**config.mk**
```make
export PLATFORM = sky130hd
export DESIGN_NAME = seq_det_param
export DESIGN_NICKNAME = d
export VERILOG_FILES = /design/src/rtl/seq_det_param.sv
export SDC_FILE = /design/constraint.sdc
export NUM_CORES = 1
export LEC_CHECK = 0
export BUFFER_PORTS_ARGS = -buffer_cell sky130_fd_sc_hd__buf_2
export CAP_MARGIN = 20
export CELL_PAD_IN_SITES_DETAIL_PLACEMENT = 0
export CELL_PAD_IN_SITES_GLOBAL_PLACEMENT = 1
export CORE_MARGIN = 3
export CORE_UTILIZATION = 27
export CTS_BUF_LIST = sky130_fd_sc_hd__clkbuf_16
export CTS_CLUSTER_SIZE = 20
export DETAILED_ROUTE_END_ITERATION = 8
export PLACE_DENSITY = 0.66
export SETUP_SLACK_MARGIN = 0.15
export SYNTH_ARGS = -nofsm -noshare
export SYNTH_HDL_FRONTEND = slang
export SYNTH_SLANG_ARGS = --single-unit
```
**constraint.sdc**
```tcl
create_clock -name clk -period 1.3 [get_ports clk]
set_clock_uncertainty 0.1 [all_clocks]
set_input_delay 0.065 -clock clk [delete_from_list [all_inputs] [get_ports clk]]
set_output_delay 0.065 -clock clk [all_outputs]
set_load 0.1 [all_outputs]
```
**src/rtl/seq_det_param.sv**
```systemverilog
// -----------------------------------------------------------------------------
// seq_det_param
//   Serial pattern detector. Valid bits are shifted into a history register.
//   A match fires when the newest PAT_W bits, including the bit currently
//   presented, equal `pattern`. `pattern` and `ovl` are read live on every
//   cycle. With ovl=1 trailing bits can start the next match; with ovl=0 each
//   match consumes all of its bits.
//
//   Optional feature macro: SEQ_DET_CNT_EN
//     defined   -> saturating match counter on match_cnt
//     undefined -> match_cnt tied to 0, no counter flops
//
// Parameters
//   PAT_W     pattern length in bits (2..16)
//   CNT_W     match counter width (1..32)
//
// Ports
//   clk        in   rising-edge clock
//   rst_n      in   asynchronous active-low reset (deassertion synchronised
//                   externally)
//   in         in   serial data bit
//   in_vld     in   qualifies `in`
//   pattern    in   target sequence, MSB oldest / LSB newest
//   ovl        in   1 = overlapping, 0 = non-overlapping detection
//   clr        in   synchronous clear of history, fill and counter
//   out        out  registered one-cycle match pulse
//   match_cnt  out  saturating count of matches since reset/clr
// -----------------------------------------------------------------------------
module seq_det_param #(
  parameter int PAT_W = 3,
  parameter int CNT_W = 8
) (
  input  logic             clk,
  input  logic             rst_n,
  input  logic             in,
  input  logic             in_vld,
  input  logic [PAT_W-1:0] pattern,
  input  logic             ovl,
  input  logic             clr,
  output logic             out,
  output logic [CNT_W-1:0] match_cnt
);

  localparam int                FILL_W   = $clog2(PAT_W + 1);
  localparam logic [FILL_W-1:0] FILL_MAX = FILL_W'(PAT_W);
  // Once PAT_W-1 bits are held, the incoming bit can complete a pattern.
  localparam logic [FILL_W-1:0] FILL_ARM = FILL_W'(PAT_W - 1);

  logic [PAT_W-1:0]  hist;
  logic [FILL_W-1:0] fill;
  logic [PAT_W-1:0]  cand;
  logic              consume;
  logic              hit;

  // clr wins over a simultaneous valid bit; that bit is dropped.
  assign consume = in_vld & ~clr;
  assign cand    = {hist[PAT_W-2:0], in};
  assign hit     = consume && (fill >= FILL_ARM) && (cand == pattern);

  always_ff @(posedge clk or negedge rst_n) begin
    if (!rst_n) begin
      hist <= '0;
      fill <= '0;
      out  <= 1'b0;
    end else if (clr) begin
      hist <= '0;
      fill <= '0;
      out  <= 1'b0;
    end else begin
      out <= hit;
      if (consume) begin
        hist <= cand;
        // Non-overlapping: forget the bits used by this match so none is shared.
        if (hit && !ovl)
          fill <= '0;
        else if (fill != FILL_MAX)
          fill <= fill + FILL_W'(1);
      end
    end
  end

`ifdef SEQ_DET_CNT_EN
  logic [CNT_W-1:0] cnt;

  always_ff @(posedge clk or negedge rst_n) begin
    if (!rst_n)
      cnt <= '0;
    else if (clr)
      cnt <= '0;
    else if (hit && (cnt != {CNT_W{1'b1}}))
      cnt <= cnt + CNT_W'(1);
  end

  assign match_cnt = cnt;
`else
  assign match_cnt = '0;
`endif

endmodule

```
Word-level counts from Yosys, hierarchy flattened
Index checks and enable logic that the tools add are counted.

storage, ports and cells
  register bits = 5
  input port bits = 9
  output and inout port bits = 9

operators by class
  add/sub/neg operators = 1
  magnitude comparators = 1
  equality and inequality tests = 2
  muxes and demuxes = 7
  bitwise logic cells = 2
  reductions and logical operators = 7

operators with widths
  cell                                                            number
  2-bit two-way mux                                               6
  3-bit equality test                                             1
  1-bit logical AND                                               3
  3-bit nonzero test                                              1
  2-bit by 1-bit adder with 2-bit output (second input constant)  1
  2-bit >= comparator (second input constant)                     1
  2-bit inequality test (second input constant)                   1
  2-bit AND reduction                                             1
  2-bit nonzero test                                              1
  1-bit bitwise AND                                               1
  1-bit zero test                                                 1
  1-bit two-way mux                                               1
  1-bit inverter                                                  1

Logic depth before layout (Yosys ltp)
  word-level depth = 8
  gate-level depth with buffers = 5
  gate-level depth less buffers = 5

Least setup slack after synthesis
OpenSTA, ideal clock, no wires.

  kind = reg-to-reg
  start = register fill[1]
  end = register fill[1]
  arrival = 1.262 ns
  required time = 1.122 ns
  setup slack = -0.140 ns
  cell stages (with the launch flop) = 5
  clock period less this slack = 1.440 ns
  cell sequence = dfrtp_1 ha_1 or3b_1 a21oi_1 o2bb2ai_1

on the way
  cells in the longest elaborated chain, start to end = 7
  elaborated cells between the ends (all ways) = 12
  classes of those cells = add/sub (1); order compare (1); eq/ne (1); mux (4); reduce/logical (5)

ends and longest elaborated chain
  item                             line  text
  start: declaration               50    logic [FILL_W-1:0] fill;
  start signal: assignment         77    fill <= fill + FILL_W'(1);
  2-bit >= comparator              58    assign hit = consume && (fill >= FILL_ARM) && (cand == pattern);
  1-bit logical AND (2 in series)  58
  1-bit logical AND                74    if (hit && !ovl)
  2-bit two-way mux                74
  2-bit two-way mux                71    if (consume) begin
  2-bit two-way mux                65    end else if (clr) begin

Several ways; a longest one is shown, not always the timed one. The select of a mux whose other input is x is not followed.
A chain may end at the register's enable or synchronous reset.

Worst setup path in the final report
Ends and elaborated chain as after synthesis.

==> out/results.txt <==
At the end of routability-driven placement, the weighted congestion stood at 0.686. The checks that failed: hold timing, setup timing. The tools report the final instance area as 613 sq um. From bottom edge to top edge, the die measures 42.9 microns. The final routed DRC violation total is 0, and the final critical-path required period is 1.48 ns.

Across the run, the number of max-cap violations was 0. For the clock net sink count, the log shows 5. The number of antenna violations at the first check in global routing came out at 0.

Leaving out fill and tap cells, the most frequent cells in the layout are 8 x sky130_fd_sc_hd__conb_1, 8 x sky130_fd_sc_hd__buf_2, 6 x sky130_fd_sc_hd__buf_4. After detailed routing, the total wire length is 920 microns. The share of the synthesized netlist area taken by xor and xnor gates is 9.56%. Including well taps, the total number of placed cells is 66. Setup repair after global routing could not meet its margin everywhere.

The tools report the beginning of the critical path as fill[1]. The starting density of the core was 30.9%. The min-delay analysis places its worst path in the category in2reg. For this run, the share of the core covered by cells in the final layout is 51.7%. The first global-routing pass estimated 1.42 mm of wire. The area of the die came out at 1840 sq um. Compared with the post-synthesis result, the final layout area differs by 67.2%.

In the final routed layout, each cell accounts on average for 12.6 microns. At the later pin of the worst-skew pair, clock insertion delay measures 0.23 ns. The cell leakage power is 0.305 nW, and the total area of multi-input combinational cells is 251 sq um. The design draws 0.973 mW. The compound-gate portion of the synthesized area was 14.0%; the gate count after technology mapping was 38. The overall via count from detail_route is 316. The hold violation total from the final report is 2, and the fraction of final layout cells sized beyond drive strength 1 is 50.8%. Deepest level of the CTS H-tree: 1. TritonCTS built the clock tree. For the data required time at the worst endpoint, the log shows 1.30 ns. Pin placement for this block handled 18 I/O pins.

Global routing finished with a remaining overflow of 0. The core region is 1190 sq um. Following the worst setup path forward leads to its endpoint at fill[1]. The run gives 7 as the iteration-0 DRC count of the detailed router.

The worst register-to-register path ends at fill[1]. The worst setup path is launched from a flip-flop. Once layout is complete, the cells apart from fillers number 73.

After Yosys synthesis, full adders, half adders and majority gates account for 6.83% of the synthesized area. Counting cells, the worst reg-to-reg path comes to 5. For the maximum achievable frequency, the log shows 676 MHz. The setup slack of the worst register-to-register path was -0.18 ns; the setup slack at placement was -0.188 ns. The number of global-route vias before repair is 303. The repair_antennas step left the layout with diodes totalling 0. For the number of CTS-inserted buffers, the log shows 3.

The fraction of the mapped netlist area in simple logic gates was 8.53%; the register area share after synthesis was 34.1%. Detailed placement ended at an HPWL of 631 microns. By area, the combinational part of the netlist is dominated by buffers and inverters. Summing all placed instances gives a cell area of 462 sq um. Setup violations remaining at the end of the flow were counted as 2. In this run the critical register-to-register path is launched from fill[1].

The run gives 7 as the maximum number of pins on one net before global-route repair. Multiplexer cells account for 5.46% of the synthesized area. In this run the worst path has a maximum fanout of 4. For the minimum setup slack in the final design, the log shows -0.180 ns.

Endpoint class of the critical path: a flip-flop. For the critical path arrival, the log shows 1.48 ns. The quantity of I/O buffers inserted on ports works out to 9.

The setup path with the least slack is of type reg2reg. Summing all flip-flop and latch instances after layout gives 126 sq um. The summed negative setup slack over all endpoints was -0.259 ns; the power per cell area was 1590 nW/um^2. The number of fillers in the final layout was 111.

The worst-case clock buffer depth is 2, and the count of nets left with antenna violations after detail routing is 0. For this run, the number of Yosys warnings is 0. The run gives 0 as the max-slew violation count. The mean cell area of the mapped netlist came out at 9.65 sq um.

The run finished, with violations left. The floorplan has 12 rows. The die boundary width came out at 42.9 microns. The synthesized netlist occupies a cell area of 367 sq um. For the first-pass iteration count of the detailed router, the log shows 4. The total of flip-flops plus latches after synthesis works out to 5. Across the VDD grid, the largest voltage drop is 0.953 mV. The final layout contains 71 nets. After detailed routing, the number of vias per cell comes to 4.33. The root buffer cell chosen for the clock tree is sky130_fd_sc_hd__clkbuf_16. The minimum hold slack was -0.0153 ns; the portion of the clock cycle consumed by the worst path in the final layout was 114%.

In the global route stage, overall resource usage came out at 11.5%. The number of different library cells used by synthesis comes to 18. Clock-pin slew was measured on the worst setup and hold paths at 0.03 ns.
-- how the worst min path moves through the flow --
stage	from	to	cells after the start	slack (ns)
2_1_floorplan	rst_n	fill[0]	0	-0.33
3_3_place_gp	rst_n	out	1	-0.22
3_5_place_dp	rst_n	out	1	-0.22
4_1_cts	clr	hist[0]	2	-0.01
5_1_grt	clr	fill[1]	2	-0.0004
6_report	clr	hist[0]	2	-0.02
-- synth_stat cells --
master                      n  area (sq um)
sky130_fd_sc_hd__a21bo_2    1          10.0
sky130_fd_sc_hd__o311a_1    1          10.0
sky130_fd_sc_hd__inv_1      4          15.0
sky130_fd_sc_hd__nor3_1     1          5.00
sky130_fd_sc_hd__o2111ai_1  1          8.76
sky130_fd_sc_hd__o2bb2ai_1  1          8.76
sky130_fd_sc_hd__dfrtp_1    5           125
sky130_fd_sc_hd__mux2i_1    2          20.0
sky130_fd_sc_hd__a32oi_1    1          8.76
sky130_fd_sc_hd__nand2_1    1          3.75
sky130_fd_sc_hd__xnor2_1    4          35.0
sky130_fd_sc_hd__ha_1       2          25.0
sky130_fd_sc_hd__or3b_1     1          8.76
sky130_fd_sc_hd__nor2_1     2          7.51
sky130_fd_sc_hd__buf_4      8          60.1
sky130_fd_sc_hd__conb_1     1          3.75
sky130_fd_sc_hd__a21oi_1    1          5.00
sky130_fd_sc_hd__nor2b_1    1          6.26
-- worst max-delay path, stage by stage (launching register included) --
cell and delay, ns:
sky130_fd_sc_hd__dfrtp_2 0.43, sky130_fd_sc_hd__ha_2 0.19, sky130_fd_sc_hd__buf_4 0.14, sky130_fd_sc_hd__a21bo_2 0.20, sky130_fd_sc_hd__a32oi_1 0.19, sky130_fd_sc_hd__o2bb2ai_1 0.11
-- power breakdown --
group          internal [mW]  switching [mW]  total (mW)
Combinational         0.0995           0.179       0.279
Sequential             0.172          0.0169       0.188
Clock                  0.399           0.107       0.506
Total                  0.670           0.303       0.973
-- cell families (layout without fill, tap and decap cells) --
| kind of cell | count (synthesis) | in the layout |
|---|---|---|
| compound gates | 6 | 6 |
| flops | 5 | 5 |
| buf+inv | 12 | 26 |
| mux | 2 | 2 |
| fa+ha+maj | 2 | 2 |
| other cells | 1 | 8 |
| simple gates | 6 | 6 |
| xor+xnor | 4 | 4 |
-- metal layers --
metal	global-route usage, %	vias up	part of all wire (%)	wire [microns]
li1	-	152	-	-
met1	11.5	154	36	330
met2	19.2	8	58	534
met3	3.81	2	4.5	41
met4	9.32	0	1.4	13
met5	0	-	0	0
-- layout make-up --
class / instances / area share (%)
repair buffers: 18 / 20.2
inverters: 4 / 2.45
clock buffers: 3 / 12.2
clock inverters: 1 / 0.612
flip-flops and latches: 5 / 20.6
multi-input cells: 28 / 41.0
well taps: 14 / 2.86
-- state kept, by name, indices dropped and copies added, names as in the netlist --
signal,cells
out,1
fill,2
hist,2
-- what timing repair did --
item,in CTS,in global routing
hold buffers,2,0
setup endpoints to repair,3,4
hold endpoints to repair,7,0
setup buffers,0,1
resized for setup,6,3
pin swaps,1,0
(Power assumes the default switching activity.)
